<file path="config.mk">
export PLATFORM = sky130hd
export DESIGN_NAME = if_fetch_unit
export DESIGN_NICKNAME = d
export VERILOG_FILES = /design/src/rtl/if_fetch_unit_pkg.sv /design/src/rtl/if_pc_reg.sv /design/src/rtl/if_fetch_unit.sv
export SDC_FILE = /design/constraint.sdc
export NUM_CORES = 1
export LEC_CHECK = 0
export CORE_MARGIN = 1
export CORE_UTILIZATION = 53
export CTS_CLUSTER_SIZE = 28
export DETAILED_ROUTE_END_ITERATION = 8
export PLACE_DENSITY = 0.8
export SLEW_MARGIN = 20
export SYNTH_ARGS = -nofsm -noshare
export SYNTH_HDL_FRONTEND = slang
export SYNTH_HIERARCHICAL = 1
export SYNTH_SLANG_ARGS = --single-unit
</file>
<file path="constraint.sdc">
create_clock -name clk -period 4.1 [get_ports clk]
set_clock_uncertainty 0.2 [all_clocks]
set_input_delay 0.41 -clock clk [delete_from_list [all_inputs] [get_ports clk]]
set_output_delay 0.41 -clock clk [all_outputs]
set_load 0.05 [all_outputs]
</file>
<file path="src/rtl/if_fetch_unit_pkg.sv">
// Shared types and defaults for the instruction-fetch stage.
package if_fetch_unit_pkg;

   typedef enum logic [1:0] {
      FETCH = 2'd0,
      HOLD  = 2'd1,
      DRAIN = 2'd2
   } fetch_state_e;

   localparam logic [31:0] RESET_PC_DEF = 32'h0000_0000;
   localparam int unsigned PC_STEP_DEF  = 4;
   localparam logic [31:0] NOP_INSTR    = 32'hE1A0_0000;

   // Modulo-2^32 PC advance.
   function automatic logic [31:0] pc_add(input logic [31:0] pc, input logic [31:0] step);
      return pc + step;
   endfunction

endpackage

</file>
<file path="src/rtl/if_pc_reg.sv">
// Program counter register: synchronous reset, absolute load (priority) or sequential increment.
module if_pc_reg
   import if_fetch_unit_pkg::*;
#(
   parameter logic [31:0] RESET_PC = RESET_PC_DEF,
   parameter int unsigned PC_STEP  = PC_STEP_DEF
) (
   input  logic        clk,
   input  logic        rst,
   input  logic        load,
   input  logic [31:0] load_addr,
   input  logic        inc,
   output logic [31:0] pc
);

   logic [31:0] pc_q, pc_d;

   always_comb begin
      pc_d = pc_q;
      if (load)
         pc_d = load_addr;
      else if (inc)
         pc_d = pc_add(pc_q, PC_STEP);
   end

   always_ff @(posedge clk) begin
      if (rst) pc_q <= RESET_PC;
      else     pc_q <= pc_d;
   end

   assign pc = pc_q;

endmodule

</file>
<file path="src/rtl/if_fetch_unit.sv">
// Instruction-fetch stage feeding the IF/ID register; honours freeze and branch redirect.
// Optional IF_PERF_CNT_EN adds fetch_cnt / squash_cnt counters.
module if_fetch_unit
   import if_fetch_unit_pkg::*;
#(
   parameter logic [31:0] RESET_PC = RESET_PC_DEF,
   parameter int unsigned PC_STEP  = PC_STEP_DEF
) (
   input  logic        clk,
   input  logic        rst,
   input  logic        freeze,
   input  logic        branch_taken,
   input  logic [31:0] branch_addr,
   output logic        imem_req,
   output logic [31:0] imem_addr,
   input  logic        imem_ready,
   input  logic [31:0] imem_rdata,
`ifdef IF_PERF_CNT_EN
   output logic [31:0] fetch_cnt,
   output logic [31:0] squash_cnt,
`endif
   output logic [31:0] pc_out,
   output logic [31:0] instruction_out,
   output logic        valid_out
);

   fetch_state_e state_q, state_d;
   logic [31:0]  pc_out_q, pc_out_d;
   logic [31:0]  instr_q, instr_d;
   logic         valid_q, valid_d;
   logic [31:0]  buf_pc_q, buf_pc_d;
   logic [31:0]  buf_instr_q, buf_instr_d;
   logic [31:0]  tgt_q, tgt_d;

   logic        pc_load, pc_inc;
   logic [31:0] pc_load_addr;
   logic [31:0] pc;
   logic [31:0] seq_pc;
   logic        accept;

   if_pc_reg #(
      .RESET_PC (RESET_PC),
      .PC_STEP  (PC_STEP)
   ) u_pc (
      .clk       (clk),
      .rst       (rst),
      .load      (pc_load),
      .load_addr (pc_load_addr),
      .inc       (pc_inc),
      .pc        (pc)
   );

   // DRAIN keeps the request up at the old PC until memory completes it.
   assign imem_req  = (state_q != HOLD);
   assign imem_addr = pc;
   assign accept    = imem_req && imem_ready;
   assign seq_pc    = pc_add(pc, PC_STEP);

   always_comb begin
      state_d      = state_q;
      pc_out_d     = pc_out_q;
      instr_d      = instr_q;
      valid_d      = valid_q;
      buf_pc_d     = buf_pc_q;
      buf_instr_d  = buf_instr_q;
      tgt_d        = tgt_q;
      pc_load      = 1'b0;
      pc_load_addr = branch_addr;
      pc_inc       = 1'b0;

      unique case (state_q)
         FETCH: begin
            if (accept && branch_taken) begin
               pc_load = 1'b1;
            end else if (accept && !freeze) begin
               pc_out_d = seq_pc;
               instr_d  = imem_rdata;
               valid_d  = 1'b1;
               pc_inc   = 1'b1;
            end else if (accept) begin
               buf_pc_d    = seq_pc;
               buf_instr_d = imem_rdata;
               pc_inc      = 1'b1;
               state_d     = HOLD;
            end else if (branch_taken) begin
               tgt_d   = branch_addr;
               state_d = DRAIN;
            end else if (!freeze) begin
               valid_d = 1'b0;
            end
         end
         HOLD: begin
            if (branch_taken) begin
               pc_load = 1'b1;
               state_d = FETCH;
            end else if (!freeze) begin
               pc_out_d = buf_pc_q;
               instr_d  = buf_instr_q;
               valid_d  = 1'b1;
               state_d  = FETCH;
            end
         end
         DRAIN: begin
            if (branch_taken) tgt_d = branch_addr;
            if (accept) begin
               pc_load      = 1'b1;
               pc_load_addr = tgt_d;
               state_d      = FETCH;
            end
            if (!freeze) valid_d = 1'b0;
         end
         default: state_d = FETCH;
      endcase

      // Flush wins over freeze.
      if (branch_taken) valid_d = 1'b0;
   end

   always_ff @(posedge clk) begin
      if (rst) begin
         state_q     <= FETCH;
         pc_out_q    <= '0;
         instr_q     <= '0;
         valid_q     <= 1'b0;
         buf_pc_q    <= '0;
         buf_instr_q <= '0;
         tgt_q       <= '0;
      end else begin
         state_q     <= state_d;
         pc_out_q    <= pc_out_d;
         instr_q     <= instr_d;
         valid_q     <= valid_d;
         buf_pc_q    <= buf_pc_d;
         buf_instr_q <= buf_instr_d;
         tgt_q       <= tgt_d;
      end
   end

   assign pc_out          = pc_out_q;
   assign instruction_out = instr_q;
   assign valid_out       = valid_q;

`ifdef IF_PERF_CNT_EN
   logic [31:0] fetch_cnt_q, fetch_cnt_d;
   logic [31:0] squash_cnt_q, squash_cnt_d;
   logic        deliver, squash;

   assign deliver = !branch_taken && !freeze &&
                    ((state_q == FETCH && accept) || state_q == HOLD);
   assign squash  = (state_q == FETCH && accept && branch_taken) ||
                    (state_q == HOLD && branch_taken) ||
                    (state_q == DRAIN && accept);

   always_comb begin
      fetch_cnt_d  = fetch_cnt_q + {31'd0, deliver};
      squash_cnt_d = squash_cnt_q + {31'd0, squash};
   end

   always_ff @(posedge clk) begin
      if (rst) begin
         fetch_cnt_q  <= '0;
         squash_cnt_q <= '0;
      end else begin
         fetch_cnt_q  <= fetch_cnt_d;
         squash_cnt_q <= squash_cnt_d;
      end
   end

   assign fetch_cnt  = fetch_cnt_q;
   assign squash_cnt = squash_cnt_q;
`endif

endmodule
</file>
==> results.sh <==
export IMPL_overflow=0
export IMPL_max_vdd_ir_drop_v=0.000331
export IMPL_routed_wl_um=24700
export IMPL_finalCriticalPeriod_ns=3.03
export IMPL_synth_nets=1186
export IMPL_nNetsFinal=1302
export IMPL_report_final_slew_viol_count=0
export IMPL_drtIter0Drc=752
export IMPL_ys_ff_latch=195
export IMPL_finalSetupViolations=0
export IMPL_use_met3=0.0461
export IMPL_pre_cts_ws_ns=0.961
export IMPL_cts_tree="built"
export IMPL_syn_area_per_cell_um2=8.34
export IMPL_post_cts_buffers=0
export IMPL_cp_max_fo=12
export IMPL_async_flop_share=0
export IMPL_power_density_mw_per_mm2=517
export IMPL_grt_met2_usage=0.438
export IMPL_ctsHoldBuffers=0
export IMPL_clkTransAtPathRegs_ns=0.07
export IMPL_utilization=0.689
export IMPL_final_period_utilization=0.739
export IMPL_num_vias=8693
export IMPL_syn2layout_area_growth_pct=25.2
export IMPL_place_congestion=0.905
export IMPL_die_h_um=134
export IMPL_cts_sinks=195
export IMPL_fp_row_count=47
export IMPL_crit_type="flop to flop"
export IMPL_ys_seq_area_frac=0.422
export IMPL_yosys_warnings=6
export IMPL_hold_viol=0
export IMPL_synthDistinctLibCells=64
export IMPL_tns_ns=0
export IMPL_worst_pin_slew_ns=0.968
export IMPL_use_met1=0.372
export IMPL_firstDrtPassIters=5
export IMPL_viasPerCell=5.96
export IMPL_grt_busiest_layer="met2"
export IMPL_coreArea_mm2=0.0168
export IMPL_die_w_um=134
export IMPL_rsz0062_at_grt="no"
export IMPL_place_hpwl_um=16200
export IMPL_hold_worst_slack_ns=0.251
export IMPL_grt_pass1_vias=7774
export IMPL_maxCapViolCount=0
export IMPL_cts_repair_resized=0
export IMPL_grt_usage=0.273
export IMPL_design_die_area_mm2=0.0180
export IMPL_initial_core_util=0.551
export IMPL_cp_required_ns=4.21
export IMPL_start_kind="flop"
export IMPL_finalWorstSetupSlack_ns=1.07
export IMPL_place_area_mm2=0.0110
export IMPL_synth_edf_count=0
export IMPL_clockBufferDepth=2
export IMPL_grt_pass1_wl_um=39400
export IMPL_netlist_area_mm2=0.00926
export IMPL_diodes=0
export IMPL_grt_max_degree=125
export IMPL_routedWlPerCell_um=16.9
export IMPL_portBuffers=166
export IMPL_antenna_found_initial=0
export IMPL_synthFlopType="dfxtp_1"
export IMPL_htreeDepth=4
export IMPL_fill_cells=1379
export IMPL_synthCells=1110
export IMPL_cts_buffers_inserted=17
export IMPL_crit_arrival_ns=3.14
export IMPL_ctsRootBufferMaster="clkbuf_16"
export IMPL_p_leak_nw=3.98
export IMPL_worst_setup_path_end_kind="flop"
export IMPL_fin_area_mm2=0.0116
export IMPL_slew_headroom=0.355
export IMPL_route_detailed_drc=0
export IMPL_outcome="finished clean"
export IMPL_clkLatencyLatePin_ns=0.44
export IMPL_pin_count=167
export IMPL_hold_path_class="flop to flop"
export IMPL_layout_drive_gt1_share=0.0823
export IMPL_ant_nets=0
export IMPL_max_freq_ghz=0.330
-- stage by stage --
| step | power [W] | cells |
|---|---|---|
| 6_report | 0.00600 | 1459 |
| 5_1_grt | 0.00626 | 1459 |
| 4_1_cts | 0.00599 | 1459 |
| 3_5_place_dp | 0.00436 | 1427 |
| 3_3_place_gp | 0.00433 | 1427 |
| 2_1_floorplan | 0.00372 | 1110 |
-- report_power, final --
| group | switching, W | internal, W | leakage [nW] |
|---|---|---|---|
| registers | 0.000319 | 0.00214 | 1.59 |
| clock network | 0.000828 | 0.000819 | 0.285 |
| logic | 0.00120 | 0.000686 | 2.11 |
| total | 0.00235 | 0.00365 | 3.98 |
-- final timing paths --
check | from | to | slack (ns) | cells past startpoint
max reg2reg | state_q[0]$_SDFFE_PP0P_ | u_pc/pc[18]$_SDFFE_PP0N_ | 1.07 | 8
min reg2reg | pc_out[4]$_SDFFE_PP0P_ | pc_out[4]$_SDFFE_PP0P_ | 0.25 | 2
max | state_q[0]$_SDFFE_PP0P_ | u_pc/pc[18]$_SDFFE_PP0N_ | 1.07 | 8
min | pc_out[4]$_SDFFE_PP0P_ | pc_out[4]$_SDFFE_PP0P_ | 0.25 | 2
-- logic make-up (layout without fill, tap and decap cells) --
group,count (synthesis),in the layout,share of synthesized area
adders and majority gates,7,7,0.00946
and+or+nand+nor,427,427,0.224
AOI/OAI and AO/OA,270,270,0.184
muxes,72,72,0.0823
DFF,195,195,0.422
buffers and inverters,102,231,0.0445
xor gates and xnor gates,37,37,0.0350
-- per-layer routing --
| metal | wire length, um | part of all wire |
|---|---|---|
| met4 | 427 | 0.017 |
| met3 | 1580 | 0.064 |
| met1 | 11300 | 0.46 |
| met2 | 11400 | 0.46 |
| met5 | 0 | 0 |
-- synthesized netlist by cell type, types with 14 or more instances --
cell type | count | share of area
nand2_1 | 188 | 0.076
nor4_1 | 16 | 0.011
a21oi_1 | 116 | 0.063
mux2i_1 | 39 | 0.042
dfxtp_1 | 195 | 0.42
nor2_1 | 95 | 0.039
a211oi_1 | 54 | 0.044
xor2_1 | 19 | 0.018
nand4_1 | 25 | 0.017
clkbuf_1 | 61 | 0.025
and3_1 | 18 | 0.012
inv_1 | 17 | 0.0069
mux2_2 | 30 | 0.036
o22ai_1 | 14 | 0.0095
buf_2 | 17 | 0.0092
xnor2_1 | 18 | 0.017
nand3_1 | 21 | 0.011
o21ai_0 | 34 | 0.018
-- area by class of cell --
cell class | count | area, um2 | share of cell area
Inverter | 18 | 67.6 | 0.00583
Clock inverter | 15 | 163 | 0.0140
Tap cell | 220 | 275 | 0.0237
Multi-Input combinational cell | 813 | 4960 | 0.428
Sequential cell | 195 | 3900 | 0.337
Clock buffer | 17 | 425 | 0.0367
Timing Repair Buffer | 181 | 1800 | 0.155
-- sequential cells by signal, indices dropped and copies added, names as in the netlist, named ones only --
name and count:
tgt_q 32, u_pc/pc 32, pc_out 32, buf_instr_q 32, state_q 2, instruction_out 32, buf_pc_q 32
-- critical path: stages (launching register included) --
cell and delay (ns):
dfxtp_1 0.36, inv_1 0.10, ha_1 0.40, nand2_1 0.15
nor2_1 0.47, nand2_1 0.25, nor3_1 0.50, nand2b_1 0.10
a2111oi_0 0.37
-- cell usage in the layout (no fill, tap or decap), types with 19 or more instances in the layout --
master           synthesis  routed
a21oi_1                116     116
a211oi_1                54      54
clkdlybuf4s50_1          0     165
nand3_1                 21      21
dfxtp_1                195     195
mux2i_1                 39      39
mux2_2                  30      30
nor2_1                  95      94
nand4_1                 25      25
xor2_1                  19      19
nand2_1                188     188
o21ai_0                 34      33
Note: power is estimated with default switching activity, not from simulation.
